<file path="config.mk">
export PLATFORM = sky130hd
export DESIGN_NAME = sync_up_counter
export DESIGN_NICKNAME = d
export VERILOG_FILES = /design/src/rtl/sync_up_counter.sv
export SDC_FILE = /design/constraint.sdc
export NUM_CORES = 1
export LEC_CHECK = 0
export BUFFER_PORTS_ARGS = -buffer_cell sky130_fd_sc_hd__buf_2
export CAP_MARGIN = 20
export CORE_AREA = 2 2 39 41
export DETAILED_ROUTE_END_ITERATION = 16
export DIE_AREA = 0 0 41 43
export GPL_TIMING_DRIVEN = 0
export SYNTH_ARGS = -nofsm -noshare
export SYNTH_HDL_FRONTEND = slang
export SYNTH_SLANG_ARGS = --single-unit
</file>
<file path="constraint.sdc">
create_clock -name clk -period 1.3 [get_ports clk]
set_input_delay 0.065 -clock clk [delete_from_list [all_inputs] [get_ports clk]]
set_output_delay 0.065 -clock clk [all_outputs]
set_load 0.02 [all_outputs]
</file>
<file path="src/rtl/sync_up_counter.sv">


module sync_up_counter #(
    parameter int WIDTH  = 4,
    parameter int MODULO = 16
) (
    input  logic             clk,
    input  logic             rst,
    input  logic             en,
    input  logic             load,
    input  logic [WIDTH-1:0] load_val,
    input  logic             clr_wrap,
    output logic [WIDTH-1:0] q,
    output logic [WIDTH-1:0] q_bar,
    output logic             tc,
    output logic             co,
    output logic             wrap,
    output logic             load_err
);

    // Reject a count range that is empty or does not fit in WIDTH bits
    if ((MODULO < 2) || (64'(MODULO) > (64'd1 << WIDTH))) begin : g_bad_modulo
        $error("sync_up_counter: MODULO must satisfy 2 <= MODULO <= 2**WIDTH");
    end

    localparam logic [WIDTH-1:0] TC_VAL  = WIDTH'(MODULO - 1);
    // One extra bit so MODULO == 2**WIDTH is representable for the load check
    localparam logic [WIDTH:0]   MOD_VAL = (WIDTH + 1)'(MODULO);

    logic [WIDTH-1:0] q_r;
    logic             wrap_r;
    logic             load_err_r;
    logic [WIDTH-1:0] q_nxt_s;
    logic             wrap_nxt_s;
    logic             load_err_nxt_s;
    logic             tc_s;
    logic             load_ok_s;
    logic             roll_s;

    assign tc_s      = (q_r == TC_VAL);
    assign load_ok_s = ({1'b0, load_val} < MOD_VAL);
    // A rollover happens only on an enabled, non-load edge at the terminal value
    assign roll_s    = tc_s & en & ~load;

    // Next-state selection: load beats enable; wrap set beats wrap clear
    always_comb begin
        q_nxt_s        = q_r;
        wrap_nxt_s     = wrap_r;
        load_err_nxt_s = 1'b0;
        if (load) begin
            if (load_ok_s) begin
                q_nxt_s = load_val;
            end else begin
                q_nxt_s        = {WIDTH{1'b0}};
                load_err_nxt_s = 1'b1;
            end
        end else if (en) begin
            if (tc_s) begin
                q_nxt_s = {WIDTH{1'b0}};
            end else begin
                // Out-of-range states also increment and wrap at 2**WIDTH
                q_nxt_s = q_r + {{(WIDTH - 1){1'b0}}, 1'b1};
            end
        end else begin
            q_nxt_s = q_r;
        end
        if (roll_s) begin
            wrap_nxt_s = 1'b1;
        end else if (clr_wrap) begin
            wrap_nxt_s = 1'b0;
        end else begin
            wrap_nxt_s = wrap_r;
        end
    end

    // State registers with immediate clear when rst falls
    always_ff @(posedge clk or negedge rst) begin
        if (!rst) begin
            q_r        <= {WIDTH{1'b0}};
            wrap_r     <= 1'b0;
            load_err_r <= 1'b0;
        end else begin
            q_r        <= q_nxt_s;
            wrap_r     <= wrap_nxt_s;
            load_err_r <= load_err_nxt_s;
        end
    end

    assign q        = q_r;
    assign q_bar    = ~q_r;
    assign tc       = tc_s;
    assign co       = roll_s;
    assign wrap     = wrap_r;
    assign load_err = load_err_r;

endmodule


</file>
==> impl_metrics.tcl <==
set metrics [dict create \
    outcome "finished clean" \
    power.leakage_uw 0.000274 \
    rows 14 \
    diodes 0 \
    root_buffer "clkbuf_4" \
    post_route_cells_drive_above_1_share_pct 54.8 \
    synthFlopType "dfrtp_1" \
    power.total_uw 563 \
    synth_fp_nets 45 \
    vias 314 \
    setup_viol 0 \
    min_path_type "primary input to register" \
    syn-instance-count 35 \
    port_buffers 19 \
    regToRegSetupSlack_ns 0.17 \
    grt.total_usage_pct 9.59 \
    slowest_delay_ns 0.38 \
    period_minus_slack_ns 1.24 \
    seq_area_um2 128 \
    finalHoldViolCount 0 \
    worstSkewPairLatency_ns 0.24 \
    timing.rr.start "q[0]$_DFFE_PN0P_" \
    holdPathStages 3 \
    yosys.area.top_type "dfrtp_1" \
    globalRouteOverflowTotal 0 \
    hpwl_um 577 \
    avgViaCountPerCell 4.03 \
    cts_buffer_depth 2 \
    drtPass1Iterations 4 \
    cts_max_level 1 \
    cp-start-kind "register" \
    syn_area_um2 309 \
    multiInputGateArea_um2 175 \
    critPathBufInv 1 \
    grt_pass1_wl_um 1080 \
    min_from "load_val[1]" \
    crit_family "flip-flops" \
    ant_nets 0 \
    ys_types 19 \
    cts.clk_slew.worst_paths_ns 0.04 \
    core_um2 1380 \
    syn_area_per_cell_um2 8.83 \
    antenna_found_initial 0 \
    crit_path_max_fanout 4 \
    routed_wl_um 758 \
    min_to "q[1]$_DFFE_PN0P_" \
    place_congestion 0.746 \
    end_kind "output port" \
    cts.sinks 5 \
    crit_arrival_ns 1.17 \
    hold_slack_ns 0.0411 \
    nFillCells 157 \
    grt_max_degree 9 \
    slew_viol_final 0 \
    finClkSkew_ns 0.00349 \
    final_util_pct 36.5 \
    ys_ff_latch 5 \
    grt_pass1_vias 269 \
    r2r_end "q[0]$_DFFE_PN0P_" \
    path_cells "ha_4 -> nand2_1 -> nor3_2 -> buf_4" \
    fmax_ghz 0.809 \
    numCtsBuffers 3 \
    drt_iter0_drc 5 \
    reg2reg_depth 4 \
    ys_top_cells_by_area "dfrtp_1 (40%), inv_1 (6.1%), nand2_1 (6.1%)" \
    synth.yosys.seq_area_share_pct 40.5 \
    die_w_um 41 \
    drv_cap 0 \
    cp_slowest_cell "dfrtp_2" \
    nets 73 \
    path_class "register to output port" \
    synth_edf_count 0 \
    period_share_pct 95.0 \
    start_util_pct 22.3 \
    ios 21 \
    powerDensity_nw_per_um2 1110 \
    design.die.area_um2 1760 \
    netlist_top_cells_count "dfrtp_1 (5), inv_1 (5), nand2_1 (5), a21oi_1 (3), o21ai_0 (3)" \
    ir_drop_uv 451 \
    cts_tree "yes" \
    yosysWarnings 0 \
    async_flop_share_pct 100 \
    placed_area_um2 444 \
    drc 0 \
    area_growth_pct 63.6 \
    final_area_um2 505 \
    synth_top_area_share_pct 40.5 \
    cp.required_ns 1.24 \
    fp.dieH_um 43 \
    wire_per_inst_um 9.72 \
]
[cell families after synthesis]
group / share of synthesized area [%]
and+or+nand+nor: 21.1
other: 1.21
xor gates and xnor gates: 2.83
muxes: 6.88
buffers and inverters: 8.50
DFF: 40.5
AOI/OAI and AO/OA: 15.0
adders and majority gates: 4.05
[state kept, by name, summed over array words and instances (netlist names)]
name	count
wrap	1
q	4
[per-stage QoR]
stage | setup WS (ns) | instances | TNS, ns
floorplan | 0.0244 | 35 | 0
global route | -0.0132 | 78 | -0.0132
global placement | 0.116 | 70 | 0
detailed placement | 0.109 | 70 | 0
finish | 0.0646 | 78 | 0
CTS | 0.00305 | 77 | 0
[worst register-to-register path, cell delays in order (launching register included)]
cell and delay [ns]:
dfrtp_2 0.42, buf_4 0.15, or2b_2 0.16, o21ai_2 0.04, mux2_2 0.25
[layout by cell type, fill, tap and decap left out]
master | netlist | final
mux2i_1 | 1 | 1
ha_4 | 0 | 1
a21oi_1 | 3 | 3
buf_4 | 1 | 5
nand2b_1 | 1 | 1
conb_1 | 1 | 1
and4_1 | 1 | 1
nand2_1 | 5 | 5
dlygate4sd3_1 | 0 | 1
a21o_1 | 1 | 1
and3_4 | 1 | 1
dfrtp_2 | 0 | 2
mux2_2 | 1 | 1
clkbuf_1 | 0 | 1
nor2b_1 | 1 | 1
o21ai_0 | 3 | 3
nor3_2 | 0 | 1
inv_1 | 5 | 5
buf_2 | 0 | 18
xnor2_1 | 1 | 1
clkbuf_4 | 0 | 3
o21ai_2 | 1 | 1
or2b_2 | 1 | 1
dfrtp_1 | 5 | 3
[per-layer routing]
metal  up-vias  GRT usage [%]  part of all wire, %
met5         -              0                    0
met4         0           8.00                    0
met3         0           3.14                  6.9
met2        12           13.1                   48
met1       134           11.4                   45
li1        168              -                    -
[power breakdown]
group          leakage [uW]  internal, uW  switching [uW]  total (uW)
registers         0.0000590           175            17.6         192
clock network     0.0000150           116            58.7         174
logic              0.000200          85.5             111         196
[how the worst max path moves through the flow]
stage,start,end,slack (ns),depth (start not counted)
2_1_floorplan,q[0]$_DFFE_PN0P_,q[0]$_DFFE_PN0P_,0.02,4
3_3_place_gp,q[0]$_DFFE_PN0P_,q[0]$_DFFE_PN0P_,0.12,4
3_5_place_dp,q[0]$_DFFE_PN0P_,q[0]$_DFFE_PN0P_,0.11,4
4_1_cts,q[0]$_DFFE_PN0P_,co,0.003,4
5_1_grt,q[1]$_DFFE_PN0P_,co,-0.01,4
6_report,q[1]$_DFFE_PN0P_,co,0.06,4
[layout make-up]
| type | count | share of cell area [%] |
|---|---|---|
| inverters | 5 | 3.71 |
| repair buffers | 23 | 25.7 |
| clock buffers | 4 | 5.20 |
| well taps | 16 | 3.96 |
| flip-flops and latches | 5 | 25.2 |
| plain buffers | 1 | 1.49 |
| multi-input cells | 24 | 34.7 |
[repair_timing]
action / 4_1_cts / 5_1_grt
hold buffers: 1 / 0
hold endpoints to repair: 5 / 0
pin swaps: 0 / 2
resized for setup: 1 / 0
setup buffers: 2 / 1
setup endpoints to repair: 1 / 1
Power figures use the tool's default switching activity.
